==> src/rtl/dmem_lane_ctrl_if.sv <==
// Request/response bundle between the pipeline (core + debug/loader ports) and dmem_lane_ctrl.
interface dmem_lane_ctrl_if #(
    parameter int ADDR_WIDTH = 8
);
    logic                  REQ;
    logic                  WE;
    logic [2:0]            FUNCT3;
    logic [ADDR_WIDTH-1:0] ADDR;
    logic [31:0]           WDATA;
    logic                  BUSY;
    logic [31:0]           RDATA;
    logic                  RVALID;
    logic                  ERR;
    logic                  DBG_REQ;
    logic                  DBG_WE;
    logic [ADDR_WIDTH-3:0] DBG_ADDR;
    logic [31:0]           DBG_WDATA;
    logic                  DBG_GNT;
    logic [31:0]           DBG_RDATA;
    logic                  DBG_RVALID;

    modport master (
        output REQ, WE, FUNCT3, ADDR, WDATA, DBG_REQ, DBG_WE, DBG_ADDR, DBG_WDATA,
        input  BUSY, RDATA, RVALID, ERR, DBG_GNT, DBG_RDATA, DBG_RVALID
    );

    modport slave (
        input  REQ, WE, FUNCT3, ADDR, WDATA, DBG_REQ, DBG_WE, DBG_ADDR, DBG_WDATA,
        output BUSY, RDATA, RVALID, ERR, DBG_GNT, DBG_RDATA, DBG_RVALID
    );
endinterface

==> src/rtl/dmem_lane_ctrl.sv <==
// Four byte-lane BRAM data-memory controller: RISC-V load/store decode incl. misaligned
// accesses, plus core/debug arbitration with a starvation guard.
module dmem_lane_ctrl #(
    parameter int ADDR_WIDTH   = 8,
    parameter int STARVE_LIMIT = 3
) (
    input  logic                        CLK,
    input  logic                        RSTN,
    dmem_lane_ctrl_if.slave             bus,
    output logic [4*(ADDR_WIDTH-2)-1:0] LANE_W_ADDR,
    output logic [4*(ADDR_WIDTH-2)-1:0] LANE_R_ADDR,
    output logic [3:0]                  LANE_WE,
    output logic [3:0]                  LANE_RE,
    output logic [31:0]                 LANE_DIN,
    input  logic [31:0]                 LANE_DOUT
);
    localparam int WA  = ADDR_WIDTH - 2;
    localparam int AW1 = ADDR_WIDTH + 1;
    localparam int CW  = (STARVE_LIMIT < 1) ? 1 : $clog2(STARVE_LIMIT + 1);

    logic [CW-1:0]       starve_cnt;
    logic                dbg_win;
    logic                core_gnt;
    logic [1:0]          off;
    logic [WA-1:0]       word;
    logic [2:0]          size;
    logic                legal_op;
    logic                in_range;
    logic                access_ok;
    logic [ADDR_WIDTH:0] last_byte;
    logic [1:0]          rel [4];
    logic [3:0]          touched;
    logic [WA-1:0]       lane_addr [4];
    logic                rvalid_q;
    logic                dbg_rvalid_q;
    logic                err_q;
    logic [1:0]          off_q;
    logic [2:0]          f3_q;
    logic                rvalid;
    logic [31:0]         gathered;
    logic [31:0]         load_word;

    function automatic logic [7:0] pick_byte(input logic [31:0] w, input logic [1:0] idx);
        return w[{idx, 3'b000} +: 8];
    endfunction

    always_comb begin
        dbg_win  = RSTN && bus.DBG_REQ && (!bus.REQ || starve_cnt == CW'(STARVE_LIMIT));
        core_gnt = RSTN && bus.REQ && !dbg_win;
    end

    assign bus.BUSY    = RSTN && bus.REQ && !core_gnt;
    assign bus.DBG_GNT = dbg_win;

    // Counts consecutive cycles the debug port asked and lost; saturates at the limit by construction.
    always_ff @(posedge CLK) begin
        if (!RSTN || dbg_win || !bus.DBG_REQ) begin
            starve_cnt <= '0;
        end else begin
            starve_cnt <= starve_cnt + CW'(1);
        end
    end

    always_comb begin
        off  = bus.ADDR[1:0];
        word = bus.ADDR[ADDR_WIDTH-1:2];
        case (bus.FUNCT3[1:0])
            2'b00:   size = 3'd1;
            2'b01:   size = 3'd2;
            default: size = 3'd4;
        endcase
        case (bus.FUNCT3)
            3'b000, 3'b001, 3'b010: legal_op = 1'b1;
            3'b100, 3'b101:         legal_op = !bus.WE;
            default:                legal_op = 1'b0;
        endcase
        last_byte = {1'b0, bus.ADDR} + AW1'(size - 3'd1);
        in_range  = !last_byte[ADDR_WIDTH];
        access_ok = legal_op && in_range;
        // Lanes below the offset belong to the following word, so a crossing access completes in one cycle.
        for (int j = 0; j < 4; j++) begin
            rel[j]       = 2'(j) - off;
            touched[j]   = {1'b0, rel[j]} < size;
            lane_addr[j] = (2'(j) < off) ? word + WA'(1) : word;
        end
    end

    always_comb begin
        LANE_WE     = '0;
        LANE_RE     = '0;
        LANE_W_ADDR = '0;
        LANE_R_ADDR = '0;
        LANE_DIN    = '0;
        if (dbg_win) begin
            for (int j = 0; j < 4; j++) begin
                LANE_W_ADDR[j*WA +: WA] = bus.DBG_ADDR;
                LANE_R_ADDR[j*WA +: WA] = bus.DBG_ADDR;
            end
            LANE_DIN = bus.DBG_WDATA;
            if (bus.DBG_WE) begin
                LANE_WE = 4'hF;
            end else begin
                LANE_RE = 4'hF;
            end
        end else if (core_gnt) begin
            for (int j = 0; j < 4; j++) begin
                LANE_W_ADDR[j*WA +: WA] = lane_addr[j];
                LANE_R_ADDR[j*WA +: WA] = lane_addr[j];
                LANE_DIN[j*8 +: 8]      = pick_byte(bus.WDATA, rel[j]);
            end
            if (access_ok) begin
                if (bus.WE) begin
                    LANE_WE = touched;
                end else begin
                    LANE_RE = touched;
                end
            end
        end
    end

    always_ff @(posedge CLK) begin
        if (!RSTN) begin
            rvalid_q     <= 1'b0;
            dbg_rvalid_q <= 1'b0;
            err_q        <= 1'b0;
            off_q        <= '0;
            f3_q         <= '0;
        end else begin
            rvalid_q     <= core_gnt && access_ok && !bus.WE;
            dbg_rvalid_q <= dbg_win && !bus.DBG_WE;
            err_q        <= core_gnt && !access_ok;
            if (core_gnt && access_ok && !bus.WE) begin
                off_q <= off;
                f3_q  <= bus.FUNCT3;
            end
        end
    end

    // A load returning while reset is held is dropped immediately rather than one cycle later.
    assign rvalid = rvalid_q && RSTN;

    always_comb begin
        gathered = '0;
        for (int k = 0; k < 4; k++) begin
            gathered[k*8 +: 8] = pick_byte(LANE_DOUT, 2'(k) + off_q);
        end
        case (f3_q[1:0])
            2'b00:   load_word = {{24{!f3_q[2] && gathered[7]}}, gathered[7:0]};
            2'b01:   load_word = {{16{!f3_q[2] && gathered[15]}}, gathered[15:0]};
            default: load_word = gathered;
        endcase
    end

    assign bus.RVALID     = rvalid;
    assign bus.RDATA      = rvalid ? load_word : '0;
    assign bus.ERR        = err_q;
    assign bus.DBG_RVALID = dbg_rvalid_q;
    assign bus.DBG_RDATA  = dbg_rvalid_q ? LANE_DOUT : '0;
endmodule

==> src/flat_wrapper.sv <==
// flat-port wrapper written by rule: the top's interface ports become plain ports
module dmem_lane_ctrl_flat 
#(
    parameter int ADDR_WIDTH   = 8,
    parameter int STARVE_LIMIT = 3
)
  (CLK, RSTN, LANE_W_ADDR, LANE_R_ADDR, LANE_WE, LANE_RE, LANE_DIN, LANE_DOUT, bus_REQ, bus_WE, bus_FUNCT3, bus_ADDR, bus_WDATA, bus_DBG_REQ, bus_DBG_WE, bus_DBG_ADDR, bus_DBG_WDATA, bus_BUSY, bus_RDATA, bus_RVALID, bus_ERR, bus_DBG_GNT, bus_DBG_RDATA, bus_DBG_RVALID);
  dmem_lane_ctrl_if #(.ADDR_WIDTH(ADDR_WIDTH)) bus_i ();
  input  logic CLK;
  input  logic RSTN;
  output logic [4*(ADDR_WIDTH-2)-1:0] LANE_W_ADDR;
  output logic [4*(ADDR_WIDTH-2)-1:0] LANE_R_ADDR;
  output logic [3:0] LANE_WE;
  output logic [3:0] LANE_RE;
  output logic [31:0] LANE_DIN;
  input  logic [31:0] LANE_DOUT;
  input wire logic [$bits(bus_i.REQ)-1:0] bus_REQ;
  input wire logic [$bits(bus_i.WE)-1:0] bus_WE;
  input wire logic [$bits(bus_i.FUNCT3)-1:0] bus_FUNCT3;
  input wire logic [$bits(bus_i.ADDR)-1:0] bus_ADDR;
  input wire logic [$bits(bus_i.WDATA)-1:0] bus_WDATA;
  input wire logic [$bits(bus_i.DBG_REQ)-1:0] bus_DBG_REQ;
  input wire logic [$bits(bus_i.DBG_WE)-1:0] bus_DBG_WE;
  input wire logic [$bits(bus_i.DBG_ADDR)-1:0] bus_DBG_ADDR;
  input wire logic [$bits(bus_i.DBG_WDATA)-1:0] bus_DBG_WDATA;
  output wire logic [$bits(bus_i.BUSY)-1:0] bus_BUSY;
  output wire logic [$bits(bus_i.RDATA)-1:0] bus_RDATA;
  output wire logic [$bits(bus_i.RVALID)-1:0] bus_RVALID;
  output wire logic [$bits(bus_i.ERR)-1:0] bus_ERR;
  output wire logic [$bits(bus_i.DBG_GNT)-1:0] bus_DBG_GNT;
  output wire logic [$bits(bus_i.DBG_RDATA)-1:0] bus_DBG_RDATA;
  output wire logic [$bits(bus_i.DBG_RVALID)-1:0] bus_DBG_RVALID;
  assign bus_i.REQ = bus_REQ;
  assign bus_i.WE = bus_WE;
  assign bus_i.FUNCT3 = bus_FUNCT3;
  assign bus_i.ADDR = bus_ADDR;
  assign bus_i.WDATA = bus_WDATA;
  assign bus_i.DBG_REQ = bus_DBG_REQ;
  assign bus_i.DBG_WE = bus_DBG_WE;
  assign bus_i.DBG_ADDR = bus_DBG_ADDR;
  assign bus_i.DBG_WDATA = bus_DBG_WDATA;
  assign bus_BUSY = bus_i.BUSY;
  assign bus_RDATA = bus_i.RDATA;
  assign bus_RVALID = bus_i.RVALID;
  assign bus_ERR = bus_i.ERR;
  assign bus_DBG_GNT = bus_i.DBG_GNT;
  assign bus_DBG_RDATA = bus_i.DBG_RDATA;
  assign bus_DBG_RVALID = bus_i.DBG_RVALID;
  dmem_lane_ctrl #(.ADDR_WIDTH(ADDR_WIDTH), .STARVE_LIMIT(STARVE_LIMIT)) u_core (.CLK(CLK), .RSTN(RSTN), .bus(bus_i), .LANE_W_ADDR(LANE_W_ADDR), .LANE_R_ADDR(LANE_R_ADDR), .LANE_WE(LANE_WE), .LANE_RE(LANE_RE), .LANE_DIN(LANE_DIN), .LANE_DOUT(LANE_DOUT));
endmodule
==> config.mk <==
export PLATFORM = sky130hd
export DESIGN_NAME = dmem_lane_ctrl_flat
export DESIGN_NICKNAME = d
export VERILOG_FILES = /design/src/rtl/dmem_lane_ctrl_if.sv /design/src/rtl/dmem_lane_ctrl.sv /design/src/flat_wrapper.sv
export SDC_FILE = /design/constraint.sdc
export NUM_CORES = 1
export LEC_CHECK = 0
export CAP_MARGIN = 5
export CORE_AREA = 2 2 106 108
export CTS_CLUSTER_DIAMETER = 60
export DETAILED_ROUTE_END_ITERATION = 16
export DIE_AREA = 0 0 108 110
export DONT_BUFFER_PORTS = 1
export PLACE_DENSITY = 0.46
export SYNTH_ARGS = -nofsm -noshare
export SYNTH_HDL_FRONTEND = slang
export SYNTH_SLANG_ARGS = --single-unit
==> constraint.sdc <==
create_clock -name CLK -period 2.45 [get_ports CLK]
set_input_delay 0.49 -clock CLK [delete_from_list [all_inputs] [get_ports CLK]]
set_output_delay 0.49 -clock CLK [all_outputs]
set_load 0.02 [all_outputs]
==> flow_results.xml <==
<?xml version="1.0" encoding="UTF-8"?>
<metrics>
  <group name="timing">
    <metric name="max_clock_freq" unit="MHz">381</metric>
    <metric name="timing.clock.skew" unit="ps">1.85</metric>
    <metric name="max_slew_margin_vs_limit" unit="%">50.8</metric>
    <metric name="fin_worst_hold_slack" unit="ps">326</metric>
    <metric name="hold_viol" unit="">0</metric>
    <metric name="worstMarginPinSlew" unit="ps">737</metric>
    <metric name="setup_repair_after_global_routing_missed_its_margin" unit="">yes</metric>
    <metric name="timing.final.max_slew_violations" unit="">0</metric>
    <metric name="min_period" unit="ps">2630</metric>
    <metric name="setup_violations" unit="">8</metric>
    <metric name="post-route-period-util" unit="%">107</metric>
    <metric name="final.setup.worst_slack" unit="ps">-175</metric>
  </group>
  <group name="min_path">
    <metric name="timing.hold.worst_path_depth" unit="">1</metric>
    <metric name="hold_class" unit="">input port to register</metric>
    <metric name="min_from" unit="">bus_DBG_WE</metric>
    <metric name="min_delay_worst_endpoint" unit="">u_core.bus.DBG_RVALID</metric>
  </group>
  <group name="critical_path">
    <metric name="regToRegSetupSlack" unit="ps">880</metric>
    <metric name="cp_cell_sequence" unit="">clkinvlp_4, nand2_2, ha_4, inv_2, ha_4, o211a_1, o2111ai_4, o2111ai_4, o31ai_4</metric>
    <metric name="rr_endpoint" unit="">u_core.off_q[0]</metric>
    <metric name="cp_slowest_stage_delay" unit="ps">370</metric>
    <metric name="critical_path_buffers_and_inverters" unit="">2</metric>
    <metric name="end_kind" unit="">output port</metric>
    <metric name="rr_startpoint" unit="">u_core.starve_cnt[0]</metric>
    <metric name="cell_count_of_the_worst_reg_to_reg_path" unit="">6</metric>
    <metric name="critical_path.top_delay_family" unit="">compound AO/OA/AOI/OAI gates</metric>
    <metric name="worst_setup_path_class" unit="">input port to output port</metric>
    <metric name="cp-start-kind" unit="">input port</metric>
    <metric name="timing.critical_path.slowest_stage_cell" unit="">sky130_fd_sc_hd__o31ai_4</metric>
    <metric name="worstPathMaxFanout" unit="">7</metric>
    <metric name="cp.required" unit="ps">1960</metric>
    <metric name="cp.arrival" unit="ps">2140</metric>
  </group>
  <group name="drt">
    <metric name="drt_first_pass_iters" unit="">5</metric>
    <metric name="routed_wirelength" unit="microns">12800</metric>
    <metric name="vias_per_cell" unit="">5.46</metric>
    <metric name="post_drt_wl_per_cell" unit="microns">18.1</metric>
    <metric name="routed-via-count" unit="">3851</metric>
    <metric name="initialDrtViolationCount" unit="">177</metric>
    <metric name="final_antenna_net_count" unit="">0</metric>
    <metric name="drcViolationCount" unit="">0</metric>
  </group>
  <group name="cts">
    <metric name="holdBufCountCts" unit="">0</metric>
    <metric name="max-clock-path-buffers" unit="">2</metric>
    <metric name="tritoncts" unit="">done</metric>
    <metric name="cts_buffers" unit="">3</metric>
    <metric name="clock_sinks" unit="">10</metric>
    <metric name="cts_htree_levels" unit="">1</metric>
    <metric name="cts.root.buffer_cell" unit="">sky130_fd_sc_hd__clkbuf_8</metric>
    <metric name="path_clk_slew" unit="ps">50</metric>
    <metric name="clk-insertion-delay-late" unit="ps">230</metric>
  </group>
  <group name="final_layout">
    <metric name="most_common_cell_after_layout_fill_and_taps_aside" unit="">sky130_fd_sc_hd__buf_4</metric>
    <metric name="filler_cell_count" unit="">1123</metric>
    <metric name="layout_common_cells" unit="">sky130_fd_sc_hd__buf_4 (85), sky130_fd_sc_hd__nand2_1 (79), sky130_fd_sc_hd__nor2_1 (51), sky130_fd_sc_hd__a21oi_1 (49), sky130_fd_sc_hd__mux2i_1 (40)</metric>
    <metric name="total_area_of_multi_input_combinational_cells" unit="sq mm">0.00318</metric>
    <metric name="layout-drive-gt1-share" unit="%">35.8</metric>
    <metric name="register_area" unit="sq um">205</metric>
    <metric name="syn2layout_area_growth" unit="%">29.3</metric>
    <metric name="antenna-diode-count" unit="">0</metric>
    <metric name="finalNetCount" unit="">695</metric>
  </group>
  <group name="yosys">
    <metric name="syn_area_per_cell" unit="sq um">6.47</metric>
    <metric name="synth.distinct_cells" unit="">42</metric>
    <metric name="synth_seq_area_share" unit="%">5.77</metric>
    <metric name="synthCells" unit="">537</metric>
    <metric name="syn-cell-area" unit="sq mm">0.00347</metric>
    <metric name="synth_warnings" unit="">0</metric>
    <metric name="ys_ff_latch" unit="">10</metric>
    <metric name="postSynthNetCount" unit="">665</metric>
  </group>
  <group name="place">
    <metric name="placement.setup.worst_slack" unit="ps">-229</metric>
    <metric name="detailedPlacementHpwl" unit="microns">9440</metric>
    <metric name="buffer_ports.inserted" unit="">0</metric>
    <metric name="place_congestion" unit="">0.779</metric>
  </group>
  <group name="outcome">
    <metric name="violations" unit="">negative setup slack</metric>
    <metric name="status" unit="">finished, violations left</metric>
  </group>
  <group name="job">
    <metric name="max_cap_viol_count" unit="">0</metric>
  </group>
  <group name="global_routing">
    <metric name="largest_net_degree_at_the_start_of_global_routing" unit="">59</metric>
    <metric name="first_global_vias" unit="">3579</metric>
    <metric name="grt.overflow.total" unit="">0</metric>
    <metric name="grt_first_pass_wirelength" unit="microns">18200</metric>
    <metric name="number_of_antenna_violations_at_the_first_check_in_global_routing" unit="">0</metric>
    <metric name="globalRouteTotalUtil" unit="%">19.1</metric>
  </group>
  <group name="power">
    <metric name="leakagePower" unit="uW">0.00185</metric>
    <metric name="power" unit="uW">1140</metric>
    <metric name="power.density_cell_area" unit="mW/mm^2">255</metric>
    <metric name="ir_worst_vdd" unit="V">0.000180</metric>
  </group>
  <group name="die">
    <metric name="die-area" unit="sq mm">0.0119</metric>
    <metric name="die_x" unit="microns">108</metric>
    <metric name="io_pins" unit="">276</metric>
    <metric name="core_area" unit="sq mm">0.0107</metric>
    <metric name="starting_density_of_the_core" unit="%">32.5</metric>
    <metric name="rows" unit="">38</metric>
    <metric name="die_y" unit="microns">110</metric>
  </group>
</metrics>
[Yosys cell counts]
master | number | area share, %
sky130_fd_sc_hd__nor2_1 | 51 | 5.5
sky130_fd_sc_hd__ha_1 | 9 | 3.2
sky130_fd_sc_hd__inv_2 | 1 | 0.11
sky130_fd_sc_hd__a211oi_1 | 7 | 1.5
sky130_fd_sc_hd__o211ai_1 | 7 | 1.5
sky130_fd_sc_hd__or2_2 | 2 | 0.36
sky130_fd_sc_hd__nand3_1 | 2 | 0.29
sky130_fd_sc_hd__xor2_1 | 11 | 2.8
sky130_fd_sc_hd__buf_1 | 3 | 0.32
sky130_fd_sc_hd__dfxtp_1 | 10 | 5.8
sky130_fd_sc_hd__o211a_1 | 1 | 0.29
sky130_fd_sc_hd__o2111ai_1 | 2 | 0.50
sky130_fd_sc_hd__o21ai_0 | 65 | 9.4
sky130_fd_sc_hd__and3_1 | 4 | 0.72
sky130_fd_sc_hd__nand4b_1 | 1 | 0.25
sky130_fd_sc_hd__inv_1 | 9 | 0.97
sky130_fd_sc_hd__o31ai_1 | 4 | 0.86
sky130_fd_sc_hd__clkinv_1 | 1 | 0.11
sky130_fd_sc_hd__mux4_2 | 3 | 1.9
sky130_fd_sc_hd__mux2_2 | 32 | 10
sky130_fd_sc_hd__a21oi_1 | 49 | 7.1
sky130_fd_sc_hd__xnor2_1 | 5 | 1.3
sky130_fd_sc_hd__a31oi_1 | 1 | 0.18
sky130_fd_sc_hd__buf_6 | 2 | 0.65
sky130_fd_sc_hd__nand4_1 | 2 | 0.36
sky130_fd_sc_hd__or3_1 | 2 | 0.36
sky130_fd_sc_hd__nand2_1 | 85 | 9.2
sky130_fd_sc_hd__and4_1 | 1 | 0.25
sky130_fd_sc_hd__buf_4 | 26 | 5.6
sky130_fd_sc_hd__clkbuf_1 | 27 | 2.9
sky130_fd_sc_hd__or4_4 | 1 | 0.32
sky130_fd_sc_hd__or3b_2 | 1 | 0.25
sky130_fd_sc_hd__buf_2 | 13 | 1.9
sky130_fd_sc_hd__o21a_1 | 1 | 0.22
sky130_fd_sc_hd__mux2i_1 | 41 | 12
sky130_fd_sc_hd__o22ai_1 | 4 | 0.72
sky130_fd_sc_hd__nor3b_1 | 1 | 0.22
sky130_fd_sc_hd__o21ai_2 | 10 | 2.5
sky130_fd_sc_hd__nor2b_1 | 4 | 0.72
sky130_fd_sc_hd__nand2_2 | 1 | 0.18
sky130_fd_sc_hd__nand4_2 | 1 | 0.36
sky130_fd_sc_hd__and2_1 | 34 | 6.1
[kinds of logic after synthesis]
family | synth area share (%)
AOI/OAI and AO/OA | 24.8
xor gates and xnor gates | 4.04
adders and majority gates | 3.24
buffers and inverters | 12.6
DFF | 5.77
muxes | 24.1
and+or+nand+nor | 25.5
[worst max-delay path by stage]
stage / start / end / slack [ps] / cells past startpoint
after global placement: bus_FUNCT3[1] / LANE_WE[0] / -180 / 9
after global routing: bus_FUNCT3[1] / LANE_WE[2] / -260 / 9
after detailed placement: bus_FUNCT3[1] / LANE_WE[2] / -230 / 9
final: bus_FUNCT3[1] / LANE_WE[2] / -180 / 9
after floorplan: bus_FUNCT3[1] / LANE_WE[0] / -220 / 9
after CTS: bus_FUNCT3[1] / LANE_WE[2] / -230 / 9
[metrics by stage]
step,instances,utilization [%],setup TNS [ps],area (sq um)
6_report,705,42.0,-1190,4490
5_1_grt,705,42.0,-2010,4490
4_1_cts,694,40.1,-1340,4290
3_5_place_dp,689,38.8,-1640,4150
3_3_place_gp,689,38.8,-1320,4150
2_1_floorplan,537,-,-1670,3700
[report_power, final]
| part | internal, uW | switching [uW] |
|---|---|---|
| clock network | 107 | 59.2 |
| logic | 317 | 479 |
| registers | 169 | 11.1 |
[state kept, by name, summed over array words and instances, names as in the netlist]
| name | count |
|---|---|
| u_core.starve_cnt | 2 |
| u_core.f3_q | 3 |
| u_core.bus.ERR | 1 |
| u_core.rvalid_q | 1 |
| u_core.bus.DBG_RVALID | 1 |
| u_core.off_q | 2 |
[repair_timing]
| action | 4_1_cts | 5_1_grt |
|---|---|---|
| gates resized for setup | 11 | 26 |
| pin swaps | 12 | 10 |
| gates cloned | 1 | 3 |
| buffers inserted | 1 | 8 |
| setup endpoints to repair | 18 | 83 |
[metal layers]
metal	wire length, microns	up-vias	track usage [%]
li1	-	1901	-
met1	4940	1767	22.1
met2	6870	177	37.2
met3	911	6	3.94
met4	57	0	1.83
met5	0	-	0
[area by class of cell]
type / instances / area share (%)
tap: 140 / 3.90
clock buffer: 3 / 0.920
multi-input combinational: 446 / 71.0
inverter: 11 / 1.17
sequential: 10 / 4.57
timing repair buffer: 95 / 18.5
Power figures use the tool's default switching activity.
